## config.mk

```make
export PLATFORM = sky130hd
export DESIGN_NAME = prog_loader
export DESIGN_NICKNAME = d
export VERILOG_FILES = /design/src/rtl/prog_loader.sv
export SDC_FILE = /design/constraint.sdc
export NUM_CORES = 1
export LEC_CHECK = 0
export ABC_AREA = 1
export BUFFER_PORTS_ARGS = -buffer_cell sky130_fd_sc_hd__buf_2
export CORE_AREA = 2 2 97 99
export DETAILED_ROUTE_END_ITERATION = 7
export DIE_AREA = 0 0 99 101
export MAX_ROUTING_LAYER = met4
export SLEW_MARGIN = 20
export SYNTH_ARGS = -nofsm -noshare
export SYNTH_HDL_FRONTEND = slang
export SYNTH_SLANG_ARGS = --single-unit
```

## constraint.sdc

```tcl
create_clock -name clk -period 2.7 [get_ports clk]
set_input_delay 0.54 -clock clk [delete_from_list [all_inputs] [get_ports clk]]
set_output_delay 0.54 -clock clk [all_outputs]
set_load 0.005 [all_outputs]
```

## src/rtl/prog_loader.sv

```systemverilog
// Boot loader: parses SYNC/LEN/payload/CSUM frames into program memory and releases core reset on a good checksum.
// All outputs are registered; mem_we pulses one cycle after each payload accept; in_ready drops only once loading is done.
module prog_loader #(
  parameter int unsigned ADDR_W    = 8,
  parameter logic [7:0]  SYNC_BYTE = 8'hA5,
  parameter int unsigned TIMEOUT   = 1000
) (
  input  logic              clk,
  input  logic              rst,
  input  logic [7:0]        in_data,
  input  logic              in_valid,
  output logic              in_ready,
  output logic [ADDR_W-1:0] mem_addr,
  output logic [7:0]        mem_data,
  output logic              mem_we,
  output logic              core_rst,
  output logic              done,
  output logic              err
);

  localparam int unsigned TW = (TIMEOUT > 2) ? $clog2(TIMEOUT) : 1;

  typedef enum logic [2:0] {
    S_IDLE, S_LEN, S_DATA, S_CSUM, S_DONE, S_ERR
  } state_e;

  state_e            state_q, state_d;
  logic [7:0]        count_q, count_d;
  logic [7:0]        sum_q, sum_d;
  logic [7:0]        len_q, len_d;
  logic [TW-1:0]     timer_q, timer_d;
  logic              in_ready_q, in_ready_d;
  logic [ADDR_W-1:0] mem_addr_q, mem_addr_d;
  logic [7:0]        mem_data_q, mem_data_d;
  logic              mem_we_q, mem_we_d;
  logic              core_rst_q, core_rst_d;
  logic              done_q, done_d;
  logic              err_q, err_d;

  logic       accept;
  logic       in_frame;
  logic       tmo;
  logic [7:0] count_inc;
  logic [7:0] csum_chk;

  assign accept    = in_valid && in_ready_q;
  assign in_frame  = (state_q == S_LEN) || (state_q == S_DATA) || (state_q == S_CSUM);
  assign tmo       = (timer_q == TW'(TIMEOUT - 1));
  assign count_inc = count_q + 8'd1;
  assign csum_chk  = sum_q + in_data;

  always_ff @(posedge clk or posedge rst) begin
    if (rst) begin
      state_q    <= S_IDLE;
      count_q    <= '0;
      sum_q      <= '0;
      len_q      <= '0;
      timer_q    <= '0;
      in_ready_q <= 1'b1;
      mem_addr_q <= '0;
      mem_data_q <= '0;
      mem_we_q   <= 1'b0;
      core_rst_q <= 1'b1;
      done_q     <= 1'b0;
      err_q      <= 1'b0;
    end else begin
      state_q    <= state_d;
      count_q    <= count_d;
      sum_q      <= sum_d;
      len_q      <= len_d;
      timer_q    <= timer_d;
      in_ready_q <= in_ready_d;
      mem_addr_q <= mem_addr_d;
      mem_data_q <= mem_data_d;
      mem_we_q   <= mem_we_d;
      core_rst_q <= core_rst_d;
      done_q     <= done_d;
      err_q      <= err_d;
    end
  end

  // An accept always beats a timeout expiring on the same edge.
  always_comb begin
    state_d = state_q;
    case (state_q)
      S_IDLE, S_ERR: if (accept && in_data == SYNC_BYTE) state_d = S_LEN;
      S_LEN: begin
        if (accept)   state_d = (in_data == 8'd0) ? S_CSUM : S_DATA;
        else if (tmo) state_d = S_ERR;
      end
      S_DATA: begin
        if (accept) begin
          if (count_inc == len_q) state_d = S_CSUM;
        end else if (tmo) begin
          state_d = S_ERR;
        end
      end
      S_CSUM: begin
        if (accept)   state_d = (csum_chk == 8'd0) ? S_DONE : S_ERR;
        else if (tmo) state_d = S_ERR;
      end
      S_DONE:  state_d = S_DONE;
      default: state_d = S_IDLE;
    endcase
  end

  always_comb begin
    count_d    = count_q;
    sum_d      = sum_q;
    len_d      = len_q;
    timer_d    = '0;
    mem_addr_d = mem_addr_q;
    mem_data_d = mem_data_q;
    mem_we_d   = 1'b0;

    if (in_frame && !accept && !tmo) timer_d = timer_q + TW'(1);

    if (accept && state_q == S_LEN) begin
      sum_d   = in_data;
      count_d = '0;
      len_d   = in_data;
    end
    if (accept && state_q == S_DATA) begin
      sum_d      = csum_chk;
      count_d    = count_inc;
      mem_addr_d = ADDR_W'(count_q);
      mem_data_d = in_data;
      mem_we_d   = 1'b1;
    end
    // Aborted frame: partial progress is dropped; memory writes already issued stay.
    if (in_frame && state_d == S_ERR) begin
      count_d = '0;
      sum_d   = '0;
    end

    in_ready_d = (state_d != S_DONE);
    done_d     = (state_d == S_DONE);
    core_rst_d = (state_d != S_DONE);
    err_d      = (state_d == S_ERR);
  end

  assign in_ready = in_ready_q;
  assign mem_addr = mem_addr_q;
  assign mem_data = mem_data_q;
  assign mem_we   = mem_we_q;
  assign core_rst = core_rst_q;
  assign done     = done_q;
  assign err      = err_q;

endmodule

```

==> impl_metrics.yaml <==
global_route:
  grt_pass1_vias: 2641
  grt_pass1_wl_um: 12300
  grt_max_degree: 58
  gr-usage-met2_pct: 24.2
  grt.total_usage_pct: 16.1
  busiest_layer: "met2"
  grt-ovfl-total: 0
  met3_usage_pct: 3.40
  grtUsageMet1_pct: 21.4
  antenna_found_initial: 0
place:
  place.gp.congestion: 0.856
  pre_cts_ws_ps: -32.7
  port_buffers: 31
  dp_hpwl_um: 5300
  post_dp_cell_area_mm2: 0.00351
worst_setup_path:
  slowest_delay_ps: 430
  reg2reg_to: "count_q[6]"
  slowest_stage: "fa_1"
  crit_end: "count_q[6]"
  end_kind: "flip-flop"
  cp_max_fo: 16
  cp-startpoint: "sum_q[0]"
  ff2ff_setup_slack_ps: 230
  r2r-start: "sum_q[0]"
  startpoint_type: "flip-flop"
  cp.arrival_ps: 2690
  crit_type: "reg -> reg"
  critical_path.cell_chain: "ha_1 -> fa_1 -> nand3_1 -> nand2_1 -> nand2_1 -> nand2_1 -> nand3_1 -> nor2_1 -> nand2_1 -> nand2_1 -> nand2_1 -> nand2_1 -> nand3_4 -> nand3_4 -> nand3_1 -> nand2_1"
  ff2ff_path_depth: 16
  cp_common_cell: "nand2_1"
  crit_required_ps: 2920
synthesis:
  synth_cells: 419
  yosysWarnings: 0
  avgSynthCellArea_um2: 7.56
  synthTopCellsByArea: "dfrtp_1, nand2_1, inv_1, nand3_1, nor2_1"
  syn-num-nets: 440
  yosysSeqAreaShare_pct: 45.0
  yosysTopAreaCellShare_pct: 44.2
  synth-seq-cells: 57
  synth_top_area_cell: "dfrtp_1"
  synth_area_mm2: 0.00317
  synth_cell_types: 34
floorplanning:
  die_y_um: 101
  start_util_pct: 35.3
  coreArea_mm2: 0.00898
  die-area_mm2: 0.0100
  io_pins: 32
  rows: 35
  die-width_um: 99
route:
  drt_iter0_drc: 142
  firstDrtPassIters: 4
  drt-total-wl_um: 7200
  routedWlPerCell_um: 12.4
  vias: 2727
  via_per_inst: 4.69
  detail-route-antenna-nets: 0
  drc_errors: 0
cts:
  cts-root-buf: "clkbuf_8"
  post_cts_buffers: 0
  clockBufferDepth: 2
  cts_sinks: 57
  clkLatencyLatePin_ps: 340
  cts_tree: "yes"
  htreeDepth: 3
  hold_buffers: 0
  cts_buffers: 9
  cts_resized: 0
  clk_pin_slew_worst_paths_ps: 70
sta:
  tns_ps: 0
  max_freq_ghz: 0.405
  drv_slew: 0
  finalCritPeriodShare_pct: 91.5
  period_needed_ps: 2470
  layout_setup_ws_ps: 230
  fin_worst_skew_ps: 6.49
  rsz0062_at_grt: "false"
  setup_violations: 0
  tightestPinTransition_ps: 716
  relSlewSlack_pct: 52.2
  hold_violations: 0
power_and_ir_drop:
  p_total_uw: 3250
  p_leak_uw: 0.00199
  p_per_area_mw_per_mm2: 870
  irDropWorstVdd_mv: 0.314
finish:
  layout-drive-gt1-share_pct: 16.6
  antenna_cells: 0
  final_nets: 486
  nFillCells: 902
  post-route-util_pct: 41.7
  multiInputGateArea_mm2: 0.00147
  syn2layout_area_growth_pct: 18.0
  final_cell_area_mm2: 0.00374
  seq_area_mm2: 0.00143
run:
  maxCapViolCount: 0
status:
  status: "finished clean"
min_path:
  min_path_type: "in -> async"
==> registers in the layout, indices dropped and copies added (netlist names) <==
register	cells
timer_q	10
count_q	8
len_q	8
mem_addr	8
mem_data	8
sum_q	8
state_q	3
core_rst	1
done	1
err	1
mem_we	1
==> where the power goes <==
group          internal [µW]  switching, µW  total [µW]
registers               1090            171        1260
logic                    440            645        1090
clock network            566            342         908
==> synthesized netlist by cell type, drive strengths merged <==
master	count
or3	1
o21ai	28
fa	1
nand3	35
nor3b	1
clkbuf	5
o311ai	1
dfrtp	56
xor2	5
a21o	1
nand3b	2
buf	3
nand2	138
nor2	36
inv	60
ha	9
o21a	1
nand4	10
a21oi	13
a21boi	1
dfstp	1
nor3	7
nor4	3
o211ai	1
==> how the worst min path moves through the flow <==
stage                     cells past startpoint  slack (ps)     endpoint
after detailed placement                      2         460  mem_addr[1]
final                                         3         390  mem_addr[7]
after global routing                          3         470  mem_addr[7]
after floorplan                               2         470  mem_addr[1]
after CTS                                     3         420  mem_addr[7]
after global placement                        2         450  mem_data[1]
==> per-stage QoR <==
stage,hold WS [ps],cells
after floorplan,465,419
after global placement,451,565
after detailed placement,455,565
after CTS,423,581
after global routing,466,581
final,393,581
==> final cells by class <==
type	count	area share [%]
clock inverters	5	2.07
repair buffers	43	6.56
well taps	111	3.71
multi-input cells	294	39.4
flip-flops and latches	57	38.2
inverters	60	6.02
clock buffers	11	4.05
==> cells in the final DEF (no fill, tap or decap), drive strengths merged <==
cell type	n
a21boi	1
a21o	1
a21oi	13
buf	43
bufinv	2
clkbuf	11
clkinv	2
clkinvlp	1
dfrtp	56
dfstp	1
fa	1
ha	9
inv	60
nand2	138
nand3	35
nand3b	2
nand4	10
nor2	36
nor3	7
nor3b	1
nor4	3
o211ai	1
o21a	1
o21ai	28
o311ai	1
or3	1
xor2	5
==> worst max-delay path: cells and delay by family, from the launching register on <==
family	cells	cell delay, ps
and+or+nand+nor	14	1300
adders and majority gates	2	650
DFF	1	390
==> per-layer routing <==
layer / wire length (µm) / up-vias
li1: - / 1429
met1: 3510 / 1245
met2: 3300 / 44
met3: 291 / 9
met4: 102 / 0
met5: 0 / -
==> cells by family after synthesis <==
group,share of synthesized area (%)
and+or+nand+nor,32.3
buffers and inverters,8.45
DFF,45.0
AOI/OAI and AO/OA,8.41
adders and majority gates,4.18
xor gates and xnor gates,1.62
Power figures use the tool's default switching activity.
